**config.mk**
```make
export PLATFORM = sky130hd
export DESIGN_NAME = sys_ctrl_flat
export DESIGN_NICKNAME = d
export VERILOG_FILES = /design/src/rtl/sys_ctrl_if.sv /design/src/rtl/sys_ctrl.sv /design/src/flat_wrapper.sv
export SDC_FILE = /design/constraint.sdc
export NUM_CORES = 1
export LEC_CHECK = 0
export CORE_MARGIN = 2
export CORE_UTILIZATION = 27
export CTS_BUF_LIST = sky130_fd_sc_hd__clkbuf_2
export CTS_CLUSTER_DIAMETER = 30
export DETAILED_ROUTE_END_ITERATION = 12
export PLACE_DENSITY_LB_ADDON = 0.2
export SETUP_SLACK_MARGIN = 0.4
export SLEW_MARGIN = 20
export SYNTH_ARGS = -nofsm -noshare
export SYNTH_HDL_FRONTEND = slang
export SYNTH_SLANG_ARGS = --single-unit
```
**constraint.sdc**
```tcl
create_clock -name CLK -period 2.22 [get_ports CLK]
set_input_delay 0.444 -clock CLK [delete_from_list [all_inputs] [get_ports CLK]]
set_output_delay 0.444 -clock CLK [all_outputs]
set_load 0.01 [all_outputs]
```
**src/rtl/sys_ctrl_if.sv**
```systemverilog
// sys_ctrl_if: bundles the UART RX/TX, register-file and ALU signals of sys_ctrl.
// master is the controller side, slave is the surrounding peripherals.
interface sys_ctrl_if #(
  parameter int DATA_WIDTH    = 8,
  parameter int ADDR_WIDTH    = 4,
  parameter int ALU_OUT_WIDTH = 16
);
  logic [DATA_WIDTH-1:0]    RX_P_DATA;
  logic                     RX_D_VLD;
  logic                     WrEn;
  logic                     RdEn;
  logic [ADDR_WIDTH-1:0]    Address;
  logic [DATA_WIDTH-1:0]    WrData;
  logic [DATA_WIDTH-1:0]    RdData;
  logic                     ALU_EN;
  logic [3:0]               ALU_FUN;
  logic [ALU_OUT_WIDTH-1:0] ALU_OUT;
  logic                     ALU_VLD;
  logic                     CLK_EN;
  logic [DATA_WIDTH-1:0]    TX_P_DATA;
  logic                     TX_D_VLD;
  logic                     TX_BUSY;
  logic                     ERR;

  modport master (
    input  RX_P_DATA, RX_D_VLD, RdData, ALU_OUT, ALU_VLD, TX_BUSY,
    output WrEn, RdEn, Address, WrData, ALU_EN, ALU_FUN, CLK_EN,
           TX_P_DATA, TX_D_VLD, ERR
  );

  modport slave (
    output RX_P_DATA, RX_D_VLD, RdData, ALU_OUT, ALU_VLD, TX_BUSY,
    input  WrEn, RdEn, Address, WrData, ALU_EN, ALU_FUN, CLK_EN,
           TX_P_DATA, TX_D_VLD, ERR
  );
endinterface

```
**src/rtl/sys_ctrl.sv**
```systemverilog
// sys_ctrl: turns UART command frames into register-file writes/reads and ALU runs, returning results over TX.
// Defining SYS_CTRL_TIMEOUT_EN adds an inter-byte timeout that abandons stalled frames.
module sys_ctrl #(
  parameter int DATA_WIDTH     = 8,
  parameter int ADDR_WIDTH     = 4,
  parameter int ALU_OUT_WIDTH  = 16,
  parameter int TIMEOUT_CYCLES = 4096
) (
  input  logic          CLK,
  input  logic          RST,
  sys_ctrl_if.master    bus
);

  localparam logic [DATA_WIDTH-1:0] CMD_WR     = DATA_WIDTH'(8'hAA);
  localparam logic [DATA_WIDTH-1:0] CMD_RD     = DATA_WIDTH'(8'hBB);
  localparam logic [DATA_WIDTH-1:0] CMD_ALU_OP = DATA_WIDTH'(8'hCC);
  localparam logic [DATA_WIDTH-1:0] CMD_ALU    = DATA_WIDTH'(8'hDD);

  typedef enum logic [3:0] {
    IDLE,
    WR_ADDR,
    WR_DATA,
    RD_ADDR,
    RD_CAP,
    OP_A,
    OP_B,
    ALU_FUN,
    ALU_WAIT,
    TX_SEND,
    TX_ACK
  } state_t;

  state_t                   state_q, state_d;
  logic                     wr_en_q, wr_en_d;
  logic                     rd_en_q, rd_en_d;
  logic [ADDR_WIDTH-1:0]    addr_q, addr_d;
  logic [DATA_WIDTH-1:0]    wr_data_q, wr_data_d;
  logic                     alu_en_q, alu_en_d;
  logic [3:0]               alu_fun_q, alu_fun_d;
  logic                     clk_en_q, clk_en_d;
  logic [DATA_WIDTH-1:0]    tx_data_q, tx_data_d;
  logic                     tx_vld_q, tx_vld_d;
  logic                     err_q, err_d;
  logic [ALU_OUT_WIDTH-1:0] tx_buf_q, tx_buf_d;
  logic                     tx_more_q, tx_more_d;
  logic                     seen_busy_q, seen_busy_d;

`ifdef SYS_CTRL_TIMEOUT_EN
  localparam int TIMER_W = $clog2(TIMEOUT_CYCLES + 1);
  localparam logic [TIMER_W-1:0] TIMER_LAST = TIMER_W'(TIMEOUT_CYCLES - 1);
  logic [TIMER_W-1:0] timer_q, timer_d;
`else
  logic unused_timeout_cfg;
  assign unused_timeout_cfg = ^TIMEOUT_CYCLES;
`endif

  always_comb begin
    state_d     = state_q;
    wr_en_d     = 1'b0;
    rd_en_d     = 1'b0;
    addr_d      = addr_q;
    wr_data_d   = wr_data_q;
    alu_en_d    = 1'b0;
    alu_fun_d   = alu_fun_q;
    clk_en_d    = clk_en_q;
    tx_data_d   = tx_data_q;
    tx_vld_d    = 1'b0;
    err_d       = 1'b0;
    tx_buf_d    = tx_buf_q;
    tx_more_d   = tx_more_q;
    seen_busy_d = seen_busy_q;

    case (state_q)
      IDLE: begin
        if (bus.RX_D_VLD) begin
          if (bus.RX_P_DATA == CMD_WR)          state_d = WR_ADDR;
          else if (bus.RX_P_DATA == CMD_RD)     state_d = RD_ADDR;
          else if (bus.RX_P_DATA == CMD_ALU_OP) state_d = OP_A;
          else if (bus.RX_P_DATA == CMD_ALU)    state_d = ALU_FUN;
          else                                  err_d   = 1'b1;
        end
      end
      WR_ADDR: begin
        if (bus.RX_D_VLD) begin
          addr_d  = bus.RX_P_DATA[ADDR_WIDTH-1:0];
          state_d = WR_DATA;
        end
      end
      WR_DATA: begin
        if (bus.RX_D_VLD) begin
          wr_data_d = bus.RX_P_DATA;
          wr_en_d   = 1'b1;
          state_d   = IDLE;
        end
      end
      RD_ADDR: begin
        if (bus.RX_D_VLD) begin
          addr_d  = bus.RX_P_DATA[ADDR_WIDTH-1:0];
          rd_en_d = 1'b1;
          state_d = RD_CAP;
        end
      end
      RD_CAP: begin
        if (bus.RX_D_VLD) err_d = 1'b1;
        // RdData is only valid once the RdEn cycle has passed; send it straight out if TX is free.
        if (!rd_en_q) begin
          tx_buf_d  = ALU_OUT_WIDTH'(bus.RdData);
          tx_more_d = 1'b0;
          if (!bus.TX_BUSY) begin
            tx_data_d   = bus.RdData;
            tx_vld_d    = 1'b1;
            seen_busy_d = 1'b0;
            state_d     = TX_ACK;
          end else begin
            state_d = TX_SEND;
          end
        end
      end
      OP_A: begin
        if (bus.RX_D_VLD) begin
          addr_d    = '0;
          wr_data_d = bus.RX_P_DATA;
          wr_en_d   = 1'b1;
          state_d   = OP_B;
        end
      end
      OP_B: begin
        if (bus.RX_D_VLD) begin
          addr_d    = ADDR_WIDTH'(1);
          wr_data_d = bus.RX_P_DATA;
          wr_en_d   = 1'b1;
          state_d   = ALU_FUN;
        end
      end
      ALU_FUN: begin
        if (bus.RX_D_VLD) begin
          alu_fun_d = bus.RX_P_DATA[3:0];
          alu_en_d  = 1'b1;
          clk_en_d  = 1'b1;
          state_d   = ALU_WAIT;
        end
      end
      ALU_WAIT: begin
        if (bus.RX_D_VLD) err_d = 1'b1;
        if (bus.ALU_VLD) begin
          tx_buf_d  = bus.ALU_OUT;
          tx_more_d = 1'b1;
          clk_en_d  = 1'b0;
          state_d   = TX_SEND;
        end
      end
      TX_SEND: begin
        if (bus.RX_D_VLD) err_d = 1'b1;
        if (!bus.TX_BUSY) begin
          tx_data_d   = tx_buf_q[DATA_WIDTH-1:0];
          tx_vld_d    = 1'b1;
          tx_buf_d    = tx_buf_q >> DATA_WIDTH;
          seen_busy_d = 1'b0;
          state_d     = TX_ACK;
        end
      end
      TX_ACK: begin
        if (bus.RX_D_VLD) err_d = 1'b1;
        // A byte counts as sent only after the transmitter has gone busy and then idle again.
        if (bus.TX_BUSY) begin
          seen_busy_d = 1'b1;
        end else if (seen_busy_q) begin
          seen_busy_d = 1'b0;
          if (tx_more_q) begin
            tx_more_d = 1'b0;
            state_d   = TX_SEND;
          end else begin
            state_d = IDLE;
          end
        end
      end
      default: state_d = IDLE;
    endcase

`ifdef SYS_CTRL_TIMEOUT_EN
    timer_d = '0;
    if (state_q inside {WR_ADDR, WR_DATA, RD_ADDR, OP_A, OP_B, ALU_FUN, ALU_WAIT}) begin
      if (bus.RX_D_VLD && state_q != ALU_WAIT) begin
        timer_d = '0;
      end else if (state_q == ALU_WAIT && bus.ALU_VLD) begin
        timer_d = '0;
      end else if (timer_q == TIMER_LAST) begin
        state_d  = IDLE;
        err_d    = 1'b1;
        clk_en_d = 1'b0;
      end else begin
        timer_d = timer_q + TIMER_W'(1);
      end
    end
`endif
  end

  always_ff @(posedge CLK or posedge RST) begin
    if (RST) begin
      state_q     <= IDLE;
      wr_en_q     <= 1'b0;
      rd_en_q     <= 1'b0;
      addr_q      <= '0;
      wr_data_q   <= '0;
      alu_en_q    <= 1'b0;
      alu_fun_q   <= '0;
      clk_en_q    <= 1'b0;
      tx_data_q   <= '0;
      tx_vld_q    <= 1'b0;
      err_q       <= 1'b0;
      tx_buf_q    <= '0;
      tx_more_q   <= 1'b0;
      seen_busy_q <= 1'b0;
`ifdef SYS_CTRL_TIMEOUT_EN
      timer_q     <= '0;
`endif
    end else begin
      state_q     <= state_d;
      wr_en_q     <= wr_en_d;
      rd_en_q     <= rd_en_d;
      addr_q      <= addr_d;
      wr_data_q   <= wr_data_d;
      alu_en_q    <= alu_en_d;
      alu_fun_q   <= alu_fun_d;
      clk_en_q    <= clk_en_d;
      tx_data_q   <= tx_data_d;
      tx_vld_q    <= tx_vld_d;
      err_q       <= err_d;
      tx_buf_q    <= tx_buf_d;
      tx_more_q   <= tx_more_d;
      seen_busy_q <= seen_busy_d;
`ifdef SYS_CTRL_TIMEOUT_EN
      timer_q     <= timer_d;
`endif
    end
  end

  assign bus.WrEn      = wr_en_q;
  assign bus.RdEn      = rd_en_q;
  assign bus.Address   = addr_q;
  assign bus.WrData    = wr_data_q;
  assign bus.ALU_EN    = alu_en_q;
  assign bus.ALU_FUN   = alu_fun_q;
  assign bus.CLK_EN    = clk_en_q;
  assign bus.TX_P_DATA = tx_data_q;
  assign bus.TX_D_VLD  = tx_vld_q;
  assign bus.ERR       = err_q;

endmodule

```
**src/flat_wrapper.sv**
```systemverilog
// flat-port wrapper written by rule: the top's interface ports become plain ports
module sys_ctrl_flat 
#(
  parameter int DATA_WIDTH     = 8,
  parameter int ADDR_WIDTH     = 4,
  parameter int ALU_OUT_WIDTH  = 16,
  parameter int TIMEOUT_CYCLES = 4096
)
  (CLK, RST, bus_RX_P_DATA, bus_RX_D_VLD, bus_RdData, bus_ALU_OUT, bus_ALU_VLD, bus_TX_BUSY, bus_WrEn, bus_RdEn, bus_Address, bus_WrData, bus_ALU_EN, bus_ALU_FUN, bus_CLK_EN, bus_TX_P_DATA, bus_TX_D_VLD, bus_ERR);
  sys_ctrl_if #(.DATA_WIDTH(DATA_WIDTH), .ADDR_WIDTH(ADDR_WIDTH), .ALU_OUT_WIDTH(ALU_OUT_WIDTH)) bus_i ();
  input  logic CLK;
  input  logic RST;
  input wire logic [$bits(bus_i.RX_P_DATA)-1:0] bus_RX_P_DATA;
  input wire logic [$bits(bus_i.RX_D_VLD)-1:0] bus_RX_D_VLD;
  input wire logic [$bits(bus_i.RdData)-1:0] bus_RdData;
  input wire logic [$bits(bus_i.ALU_OUT)-1:0] bus_ALU_OUT;
  input wire logic [$bits(bus_i.ALU_VLD)-1:0] bus_ALU_VLD;
  input wire logic [$bits(bus_i.TX_BUSY)-1:0] bus_TX_BUSY;
  output wire logic [$bits(bus_i.WrEn)-1:0] bus_WrEn;
  output wire logic [$bits(bus_i.RdEn)-1:0] bus_RdEn;
  output wire logic [$bits(bus_i.Address)-1:0] bus_Address;
  output wire logic [$bits(bus_i.WrData)-1:0] bus_WrData;
  output wire logic [$bits(bus_i.ALU_EN)-1:0] bus_ALU_EN;
  output wire logic [$bits(bus_i.ALU_FUN)-1:0] bus_ALU_FUN;
  output wire logic [$bits(bus_i.CLK_EN)-1:0] bus_CLK_EN;
  output wire logic [$bits(bus_i.TX_P_DATA)-1:0] bus_TX_P_DATA;
  output wire logic [$bits(bus_i.TX_D_VLD)-1:0] bus_TX_D_VLD;
  output wire logic [$bits(bus_i.ERR)-1:0] bus_ERR;
  assign bus_i.RX_P_DATA = bus_RX_P_DATA;
  assign bus_i.RX_D_VLD = bus_RX_D_VLD;
  assign bus_i.RdData = bus_RdData;
  assign bus_i.ALU_OUT = bus_ALU_OUT;
  assign bus_i.ALU_VLD = bus_ALU_VLD;
  assign bus_i.TX_BUSY = bus_TX_BUSY;
  assign bus_WrEn = bus_i.WrEn;
  assign bus_RdEn = bus_i.RdEn;
  assign bus_Address = bus_i.Address;
  assign bus_WrData = bus_i.WrData;
  assign bus_ALU_EN = bus_i.ALU_EN;
  assign bus_ALU_FUN = bus_i.ALU_FUN;
  assign bus_CLK_EN = bus_i.CLK_EN;
  assign bus_TX_P_DATA = bus_i.TX_P_DATA;
  assign bus_TX_D_VLD = bus_i.TX_D_VLD;
  assign bus_ERR = bus_i.ERR;
  sys_ctrl #(.DATA_WIDTH(DATA_WIDTH), .ADDR_WIDTH(ADDR_WIDTH), .ALU_OUT_WIDTH(ALU_OUT_WIDTH), .TIMEOUT_CYCLES(TIMEOUT_CYCLES)) u_core (.CLK(CLK), .RST(RST), .bus(bus_i));
endmodule
```
==> results of run 1 <==
## cell usage after synthesis, drive strengths merged
master   count
nand2       61
dfrtp       52
o21ai       31
buf         14
and3        10
mux2        10
mux2i       10
a221oi       8
nor2         8
a21oi        6
inv          6
nand2b       6
nor3         5
o22ai        4
nand3        3
xnor2        3
a21boi       2
a31oi        2
clkbuf       2
nor2b        2
nor4         2
o21bai       2
or2          2
a211oi       1
a21bo        1
a221o        1
a2bb2oi      1
and2         1
and2b        1
and4bb       1
nand3b       1
nor3b        1
nor4bb       1
o2111a       1
o311ai       1
o31a         1
o41ai        1
xor2         1
## cells by family after synthesis
logic type	synth area share, %
buffers and inverters	4.931
XOR/XNOR	1.328
flip-flops	49.31
multiplexers	8.345
AO/OA/AOI/OAI	15.32
AND/OR/NAND/NOR	20.77
## flip-flops by register name, summed over array words and instances (netlist names)
signal / cells
u_core.bus.CLK_EN: 1
u_core.bus.ERR: 1
u_core.bus.RdEn: 1
u_core.bus.ALU_EN: 1
u_core.tx_more_q: 1
u_core.bus.WrData: 8
u_core.state_q: 4
u_core.bus.TX_D_VLD: 1
u_core.bus.WrEn: 1
u_core.bus.ALU_FUN: 4
u_core.seen_busy_q: 1
u_core.bus.Address: 4
u_core.bus.TX_P_DATA: 8
u_core.tx_buf_q: 16
## metrics by stage
step / util (%) / std cells / power, µW
4_1_cts: 37.92 / 485 / 4272
2_1_floorplan: - / 266 / 2943
6_report: 38.30 / 489 / 4270
3_5_place_dp: 36.86 / 470 / 3866
5_1_grt: 38.30 / 489 / 4649
3_3_place_gp: 36.86 / 470 / 3857
## cell type report
type	instances	area, µm²
Fill cell	1028	5947
Sequential cell	52	1306
Multi-Input combinational cell	192	1209
Timing Repair Buffer	98	920.9
Tap cell	133	166.4
Clock inverter	3	42.54
Clock buffer	5	25.02
Inverter	6	22.52
## critical path, delay by kind of cell (launching register included)
family	cells	cell delay [ns]
and+or+nand+nor	2	0.42
buffers and inverters	2	0.40
DFF	1	0.62
AOI/OAI and AO/OA	1	0.18
## worst max-delay path by stage
| stage | startpoint | end | slack [ns] | cells after the start |
|---|---|---|---|---|
| final | u_core.state_q[0] | u_core.bus.CLK_EN | 0.50 | 5 |
| after global placement | bus_RX_P_DATA[1] | u_core.state_q[1] | 0.07 | 6 |
| after global routing | u_core.state_q[2] | u_core.state_q[0] | 0.41 | 6 |
| after floorplan | RST | u_core.bus.ALU_EN | 0.52 | 1 |
| after detailed placement | bus_RX_P_DATA[1] | u_core.state_q[2] | 0.02 | 6 |
| after CTS | u_core.bus.RdEn | bus_RdEn | 0.31 | 1 |
## layer usage
metal	share of wire, %	routed length (µm)	global-route usage [%]
met1	47	3080	18.44
met2	47	3111	20.76
met3	4.4	291	3.051
met4	1.0	67	3.947
met5	0	0	0
## power by group
group	total (µW)	internal (µW)	switching (µW)
Combinational	2200	1110	1090
Sequential	1560	1330	227
Clock	513	190	324
Total	4270	2630	1640
## what timing repair did
| action | 4_1_cts | 5_1_grt |
|---|---|---|
| endpoints found under the setup margin | 43 | 7 |
| pin swaps | 1 | 0 |
| buffers inserted | 7 | 4 |
| endpoints found under the hold margin | 0 | 0 |
| cloned | 0 | 0 |
| resized for setup | 31 | 4 |
| hold buffers | 0 | 0 |
==> summary.txt, run 1 <==
Yosys
  • Seq/Total Area, Yosys: 49.31%
  • Syn_area_per_cell: 9.920 µm²
  • Area contributors post-synth: dfrtp_1, nand2_1, mux2i_1
  • Yosys top cell by area: dfrtp_1
  • Yosys warning count: 0
  • Cell count after synthesis: 266
  • Synth unique cells: 52
  • Nets in the synthesized netlist: 303
  • Synthesized flop and latch total: 52
  • Post-synth top area share: 49.31%
  • Synthesized area: 0.002639 mm²

Worst setup path
  • Slowest stage cell on the critical path: dfrtp_2
  • Arrival time of the worst setup path: 2.07 ns
  • Setup CP Type: reg2reg
  • Worst path cell trace: buf_4, nand3_1, or2_2, inv_1, a2bb2oi_1
  • CP endpoint kind: register
  • CP Max Fanout: 13
  • R2r setup slk: 0.50 ns
  • Worst Setup Start Kind: register
  • R2R cell count: 5
  • WP data required: 2.57 ns
  • Reg2Reg Launch Point: u_core.state_q[0]
  • CP max stage delay: 0.62 ns
  • Worst R2R End: u_core.bus.CLK_EN

Clock network
  • CTS root buf: clkbuf_2
  • H-tree depth: 2
  • Max clock buf depth: 2
  • Worst-path clk slew: 0.30 ns
  • TritonCTS Sinks: 52
  • CTS buffer count: 5
  • CTS tree: built
  • Clock Latency Late Sink: 0.44 ns

Pwr
  • P_leak: 0.001712 µW
  • Worst ir drop on vdd: 0.4974 mV
  • Power density over the cells: 1156 mW/mm²

Global route
  • Overall routing resource usage: 13.28%
  • First-pass GRT wire length: 10960 µm
  • Vias in the first global route: 2196
  • Antenna violations before repair: 0
  • Overflow after GRT: 0
  • Largest net degree at the start of global routing: 53

Detailed routing
  • DR WL/cell: 13.39 µm
  • First DRT Iteration DRCs: 93
  • Detail Route Antenna Nets: 0
  • First-pass iteration count of the detailed router: 4
  • Drt drc: 0
  • Drt total wl: 6550 µm
  • Vias: 2183
  • Vias/cell: 4.464

STA
  • Clock skew: 0.04073 ns
  • Final period util: 77.32%
  • RSZ-0062 raised after global routing: false
  • Worst hold slack: 0.3034 ns
  • Setup TNS: 0 ns
  • Hold Vio Cnt, Final: 0
  • # setup viols final: 0
  • Max-slew violations: 0
  • Final Worst Setup Slack: 0.5034 ns
  • Worst slew margin: 66.62%
  • Least-Margin Pin Slew: 0.5006 ns
  • Fmax: 0.5826 GHz
  • Fin crit period: 1.717 ns

Floorplan
  • IO Pins: 67
  • Core Rows: 36
  • DIE AREA: 0.01058 mm²
  • Die width: 102.9 µm
  • Die Ht: 102.9 µm
  • Core area: 0.009639 mm²
  • Starting Density: 27.38%

Flow run
  • Max-cap violations: 0

Place
  • Post-DP HPWL: 4804 µm
  • Buffers on Ports: 66
  • Placed cell areas: 0.003553 mm²
  • GPL Wtd Cong: 0.7780
  • Pre-CTS setup slack: 0.01628 ns

Worst hold path
  • Type of the tightest min-delay check: in2async

Finish
  • Area Growth Syn to Fin: 39.92%
  • Inserted Diodes: 0
  • Most common cell after layout, fill and taps aside: nand2_1
  • Fraction of layout cells with a size suffix above 1: 17.70%
  • Post-route design area: 0.003692 mm²
  • Commonest non-fill, non-tap cells in the layout: nand2_1, dfrtp_1, clkdlybuf4s50_1, dlygate4sd2_1, buf_4
  • Nets: 392

Run status
  • Status: complete, no violations
Note: power is estimated with default switching activity, not from simulation.
==> run 2: changes to the inputs <==
==> constraint.sdc (replaced) <==
create_clock -name CLK -period 1.4 [get_ports CLK]
set_input_delay 0.28 -clock CLK [delete_from_list [all_inputs] [get_ports CLK]]
set_output_delay 0.28 -clock CLK [all_outputs]
set_load 0.01 [all_outputs]
==> run 2 against run 1 <==
Compared with the run above: final cell count rose by 12%; critical endpoint is now u_core.state_q[2]; clock power increased by 63%; clock skew decreased by 0.025 ns; critical path depth rose by 1; the flow now finishes with violations (setup timing); setup slack worse by 0.80 ns; via count grew 13%; sequential power increased by 62%; hold slack got worse by 0.13 ns.
==> summary.txt, run 2 (synthesis gave the netlist of run 1 again) <==
Floorplan
  • Starting Density: 27.38% (unchanged)
  • Die Ht: 102.9 µm (unchanged)
  • Die width: 102.9 µm (unchanged)
  • IO Pins: 67 (unchanged)
  • Core area: 0.009639 mm² (unchanged)
  • Core Rows: 36 (unchanged)
  • DIE AREA: 0.01058 mm² (unchanged)

Global route
  • Vias in the first global route: 2388 (was 2196)
  • Met1 usage: 20.12% (was 18.44%)
  • Overall routing resource usage: 14.93% (was 13.28%)
  • GR peak layer: met2 (unchanged)
  • Overflow after GRT: 0 (unchanged)
  • Grt met2 use: 24.18% (was 20.76%)
  • M3 GR Usage: 4.000% (was 3.051%)
  • Largest net degree at the start of global routing: 53 (unchanged)
  • Antenna violations before repair: 0 (unchanged)
  • First-pass GRT wire length: 12250 µm (was 10960 µm)

Worst setup path
  • Arrival time of the worst setup path: 2.08 ns (was 2.07 ns)
  • CP endpoint kind: register (unchanged)
  • Setup CP Type: reg2reg (unchanged)
  • Reg2Reg Launch Point: u_core.state_q[1] (was u_core.state_q[0])
  • CP Max Fanout: 8 (was 13)
  • R2r setup slk: -0.30 ns (was 0.50 ns)
  • WP data required: 1.79 ns (was 2.57 ns)
  • Worst R2R End: u_core.state_q[2] (was u_core.bus.CLK_EN)
  • Critical Path Source: u_core.state_q[1] (was u_core.state_q[0])
  • Worst Setup Start Kind: register (unchanged)
  • R2R cell count: 6 (was 5)

Clock network
  • TritonCTS Sinks: 52 (unchanged)
  • CTS tree: built (unchanged)
  • Clock Latency Late Sink: 0.47 ns (was 0.44 ns)
  • Worst-path clk slew: 0.27 ns (was 0.30 ns)
  • CTS buffer count: 5 (unchanged)
  • Max clock buf depth: 2 (unchanged)
  • CTS root buf: clkbuf_2 (unchanged)
  • H-tree depth: 2 (unchanged)

STA
  • Fin crit period: 1.696 ns (was 1.717 ns)
  • Worst slew margin: 78.11% (was 66.62%)
  • Least-Margin Pin Slew: 0.3241 ns (was 0.5006 ns)
  • # setup viols final: 48 (was 0)
  • Final period util: 121.1% (was 77.32%)
  • RSZ-0062 raised after global routing: true (was false)
  • Final Worst Setup Slack: -0.2955 ns (was 0.5034 ns)
  • Worst hold slack: 0.1691 ns (was 0.3034 ns)
  • Max-slew violations: 0 (unchanged)
  • Clock skew: 0.01549 ns (was 0.04073 ns)
  • Hold Vio Cnt, Final: 0 (unchanged)
  • Fmax: 0.5898 GHz (was 0.5826 GHz)

Pwr
  • Worst ir drop on vdd: 1.109 mV (was 0.4974 mV)
  • Total power: 9268 µW (was 4270 µW)
  • Power density over the cells: 1975 mW/mm² (was 1156 mW/mm²)
  • P_leak: 0.002153 µW (was 0.001712 µW)

Run status
  • Status: complete, but fails checks (was complete, no violations)
  • Failing checks: setup timing

Place
  • Buffers on Ports: 66 (unchanged)
  • GPL Wtd Cong: 0.8014 (was 0.7780)
  • Pre-CTS setup slack: -0.6381 ns (was 0.01628 ns)
  • Post-DP HPWL: 5199 µm (was 4804 µm)
  • Placed Cells: 500 (was 470)

Finish
  • Largest register by flop count: u_core.tx_buf_q (unchanged)
  • Fraction of layout cells with a size suffix above 1: 52.54% (was 17.70%)
  • Nets: 449 (was 392)
  • Cell Count, Final, Fillers Out: 546 (was 489)
  • Inserted Diodes: 0 (unchanged)
  • Area Growth Syn to Fin: 77.86% (was 39.92%)
  • Commonest non-fill, non-tap cells in the layout: dfrtp_1, buf_4, nand2_1, buf_6, clkdlybuf4s50_1 (was nand2_1, dfrtp_1, clkdlybuf4s50_1, dlygate4sd2_1, buf_4)
  • FILL cells: 930 (was 1028)
  • Most common cell after layout, fill and taps aside: dfrtp_1 (was nand2_1)
  • Util after Layout: 48.69% (was 38.30%)
  • Largest register FFs: 16 (unchanged)

Detailed routing
  • Detail Route Antenna Nets: 0 (unchanged)
  • First-pass iteration count of the detailed router: 4 (unchanged)
  • First DRT Iteration DRCs: 87 (was 93)
  • Drt total wl: 8113 µm (was 6550 µm)
  • Drt drc: 0 (unchanged)
  • Vias: 2466 (was 2183)
  • Vias/cell: 4.516 (was 4.464)
  • DR WL/cell: 14.86 µm (was 13.39 µm)

Flow run
  • Max-cap violations: 0 (unchanged)

Worst hold path
  • Type of the tightest min-delay check: in2async (unchanged)
==> run 2: per-stage QoR <==
step | setup TNS (ns) | area (µm²)
CTS | -5.395 | 4197
finish | -8.279 | 4693
global placement | -15.17 | 3840
detailed placement | -15.61 | 3840
global route | -11.82 | 4693
floorplan | -1.439 | 2719
==> run 2: how the worst max path moves through the flow <==
stage / slack, ns / cells after the start / to
3_5_place_dp: -0.64 / 6 / u_core.state_q[1]
5_1_grt: -0.34 / 5 / u_core.state_q[2]
3_3_place_gp: -0.58 / 7 / u_core.state_q[3]
4_1_cts: -0.24 / 5 / u_core.state_q[1]
6_report: -0.30 / 6 / u_core.state_q[2]
2_1_floorplan: -0.19 / 6 / u_core.state_q[1]
==> run 2: layout make-up <==
cell class	count	area, µm²	share of cell area, %
Tap cell	133	166.4	3.546
Sequential cell	52	1305	27.81
Clock inverter	2	38.79	0.8264
Clock buffer	6	30.03	0.6398
Multi-Input combinational cell	192	1607	34.23
Timing Repair Buffer	155	1508	32.12
Inverter	6	38.79	0.8264
==> run 2: layer usage <==
metal  part of all wire [%]  vias up  routed length [µm]
met3                    4.0        7                 327
met1                     45     1192                3654
met5                      0        -                   0
li1                       -     1223                   -
met2                     50       44                4033
met4                    1.2        0                  98
==> run 2: where the power goes <==
| part | total [µW] | switching [µW] | internal [µW] |
|---|---|---|---|
| sequential | 2520 | 417 | 2110 |
| clock | 834 | 518 | 316 |
| combinational | 5910 | 2600 | 3310 |
==> run 2: timing repair <==
item	CTS	global route
buffers inserted	19	14
hold endpoints to repair	0	0
gates cloned	2	3
hold buffers	0	0
pin swaps	15	19
resized for setup	189	77
setup endpoints to repair	82	82
==> run 2: worst max-delay path: stages, from the launching register on <==
cell and delay (ns):
dfrtp_1 0.46, buf_6 0.14, buf_8 0.13, o2111a_1 0.14, a31oi_2 0.21, and3_4 0.25
mux2_4 0.30
==> run 3: changes to the inputs <==
==> constraint.sdc (replaced) <==
create_clock -name CLK -period 1.47 [get_ports CLK]
set_input_delay 0.294 -clock CLK [delete_from_list [all_inputs] [get_ports CLK]]
set_output_delay 0.294 -clock CLK [all_outputs]
set_load 0.01 [all_outputs]
==> run 3 against run 2 <==
Compared with the run above: the run still ends with setup timing left; utilization is 0.95 points lower; total power fell by 9.9%; final cell count did not move; clock power shrank 28%; global-route usage down 0.20 points; non-clock buffer count did not move; sequential share of layout area rose by 0.58 points; largest cell class unchanged.
==> summary.txt, run 3 (synthesis gave the netlist of run 1 again) <==
Worst setup path
  • Worst Setup Start Kind: register (unchanged)
  • Worst R2R End: u_core.state_q[1] (was u_core.state_q[2])
  • R2R cell count: 5 (was 6)
  • Setup CP Type: reg2reg (unchanged)
  • Worst path cell trace: and2b_1, o2111a_1, a31oi_2, and3_4, mux2_4 (was buf_6, buf_8, o2111a_1, a31oi_2, and3_4, mux2_4)
  • WP data required: 1.83 ns (was 1.79 ns)
  • Crit path max-delay family: flip-flops (unchanged)
  • Reg2Reg Launch Point: u_core.state_q[3] (was u_core.state_q[1])
  • CP Max Fanout: 5 (was 8)
  • Arrival time of the worst setup path: 1.99 ns (was 2.08 ns)
  • R2r setup slk: -0.17 ns (was -0.30 ns)
  • Slowest stage cell on the critical path: dfrtp_2 (was dfrtp_1)
  • CP max stage delay: 0.50 ns (was 0.46 ns)
  • Crit. path cell count: 5 (was 6)
  • CP endpoint kind: register (unchanged)
  • CP Buf/Inv Count: 0 (was 2)

STA
  • Fmax: 0.6105 GHz (was 0.5898 GHz)
  • Worst slew margin: 78.51% (was 78.11%)
  • Hold Vio Cnt, Final: 0 (unchanged)
  • Final Worst Setup Slack: -0.1679 ns (was -0.2955 ns)
  • Final period util: 111.4% (was 121.1%)
  • RSZ-0062 raised after global routing: true (unchanged)
  • # setup viols final: 37 (was 48)
  • Worst hold slack: 0.1039 ns (was 0.1691 ns)
  • Fin crit period: 1.638 ns (was 1.696 ns)
  • Max-slew violations: 0 (unchanged)
  • Least-Margin Pin Slew: 0.3224 ns (was 0.3241 ns)
  • Clock skew: 0.03483 ns (was 0.01549 ns)

Place
  • GPL Wtd Cong: 0.7996 (was 0.8014)
  • Buffers on Ports: 66 (unchanged)
  • Post-DP HPWL: 5423 µm (was 5199 µm)
  • Placed Cells: 501 (was 500)
  • Placed cell areas: 0.003847 mm² (was 0.003840 mm²)

Floorplan
  • IO Pins: 67 (unchanged)
  • Die Ht: 102.9 µm (unchanged)
  • Die width: 102.9 µm (unchanged)
  • Starting Density: 27.38% (unchanged)
  • Core Rows: 36 (unchanged)
  • DIE AREA: 0.01058 mm² (unchanged)
  • Core area: 0.009639 mm² (unchanged)

Run status
  • Failing checks: setup timing (unchanged)
  • Status: complete, but fails checks (unchanged)

Finish
  • Largest register by flop count: u_core.tx_buf_q (unchanged)
  • Post-route design area: 0.004602 mm² (was 0.004693 mm²)
  • Cell Count, Final, Fillers Out: 546 (unchanged)
  • Area Growth Syn to Fin: 74.40% (was 77.86%)
  • Commonest non-fill, non-tap cells in the layout: buf_4, dfrtp_1, nand2_1, buf_6, clkdlybuf4s50_1 (was dfrtp_1, buf_4, nand2_1, buf_6, clkdlybuf4s50_1)
  • Fraction of layout cells with a size suffix above 1: 52.30% (was 52.54%)
  • Util after Layout: 47.74% (was 48.69%)
  • Most common cell after layout, fill and taps aside: buf_4 (was dfrtp_1)
  • Largest register FFs: 16 (unchanged)
  • Nets: 449 (unchanged)
  • Inserted Diodes: 0 (unchanged)

Detailed routing
  • Drt drc: 0 (unchanged)
  • Drt total wl: 8077 µm (was 8113 µm)
  • First DRT Iteration DRCs: 59 (was 87)
  • DR WL/cell: 14.79 µm (was 14.86 µm)
  • First-pass iteration count of the detailed router: 4 (unchanged)
  • Vias: 2505 (was 2466)
  • Vias/cell: 4.588 (was 4.516)
  • Detail Route Antenna Nets: 0 (unchanged)

Clock network
  • Worst-path clk slew: 0.30 ns (was 0.27 ns)
  • CTS root buf: clkbuf_2 (unchanged)
  • CTS tree: built (unchanged)
  • Clock Latency Late Sink: 0.46 ns (was 0.47 ns)
  • CTS Hold Bufs: 0 (unchanged)
  • H-tree depth: 2 (unchanged)
  • Max clock buf depth: 2 (unchanged)
  • TritonCTS Sinks: 52 (unchanged)
  • CTS buffer count: 5 (unchanged)

Global route
  • Antenna violations before repair: 0 (unchanged)
  • Vias in the first global route: 2405 (was 2388)
  • Overall routing resource usage: 14.73% (was 14.93%)
  • First-pass GRT wire length: 12150 µm (was 12250 µm)
  • Overflow after GRT: 0 (unchanged)
  • Largest net degree at the start of global routing: 33 (was 53)

Flow run
  • Max-cap violations: 0 (unchanged)

Pwr
  • Total power: 8354 µW (was 9268 µW)
  • Worst ir drop on vdd: 0.7419 mV (was 1.109 mV)
  • P_leak: 0.002113 µW (was 0.002153 µW)
  • Power density over the cells: 1815 mW/mm² (was 1975 mW/mm²)

Worst hold path
  • Type of the tightest min-delay check: in2async (unchanged)
-- run 3: cell types whose count changed in the layout (fill, tap and decap cells not counted), sizes merged --
| cell | delta |
|---|---|
| inv | +1 |
| clkdlybuf4s15 | +3 |
| bufinv | -1 |
| dlygate4sd2 | -2 |
| clkinv | +1 |
| buf | -1 |
| clkdlybuf4s50 | -1 |
-- run 3: where the power goes --
part           internal (µW)  total [µW]  switching (µW)
clock                    117         602             485
combinational           2940        5320            2390
sequential              2010        2430             418
-- run 3: how the worst max path moves through the flow --
stage | startpoint | endpoint | slack, ns
after floorplan | u_core.state_q[3] | u_core.state_q[1] | -0.12
after global placement | bus_RX_P_DATA[2] | u_core.state_q[3] | -0.53
after detailed placement | bus_RX_P_DATA[2] | u_core.state_q[3] | -0.59
after CTS | u_core.state_q[3] | u_core.state_q[1] | -0.15
after global routing | u_core.state_q[0] | u_core.state_q[2] | -0.23
final | u_core.state_q[3] | u_core.state_q[1] | -0.17
-- run 3: worst register-to-register path: cells and delay by family (launching register included) --
| kind | cells | cell delay [ns] |
|---|---|---|
| flip-flops | 1 | 0.50 |
| AO/OA/AOI/OAI | 2 | 0.34 |
| AND/OR/NAND/NOR | 2 | 0.43 |
| multiplexers | 1 | 0.29 |
-- run 3: layout make-up --
| class | instances | area [µm²] |
|---|---|---|
| Inverter | 6 | 31.28 |
| Tap cell | 133 | 166.4 |
| Sequential cell | 52 | 1306 |
| Clock inverter | 3 | 17.52 |
| Timing Repair Buffer | 155 | 1471 |
| Fill cell | 936 | 5037 |
| Multi-Input combinational cell | 192 | 1584 |
| Clock buffer | 5 | 25.02 |
-- run 3: metrics by stage --
| step | TNS (ns) | setup slack (ns) |
|---|---|---|
| 3_3_place_gp | -12.14 | -0.5270 |
| 4_1_cts | -2.294 | -0.1469 |
| 6_report | -2.486 | -0.1679 |
| 3_5_place_dp | -12.59 | -0.5890 |
| 2_1_floorplan | -0.5251 | -0.1154 |
| 5_1_grt | -5.080 | -0.2334 |
-- run 3: timing repair --
action	in CTS	in global routing
pin swaps	12	37
setup buffers	15	17
gates cloned	0	5
resized for setup	176	82
endpoints found under the setup margin	82	82
-- run 3: metal layers --
layer	GRT usage, %	wire, µm	up-vias
met3	3.661	353	6
met2	24.74	4113	43
li1	-	-	1231
met1	19.24	3534	1225
met5	0	0	-
met4	3.543	76	0
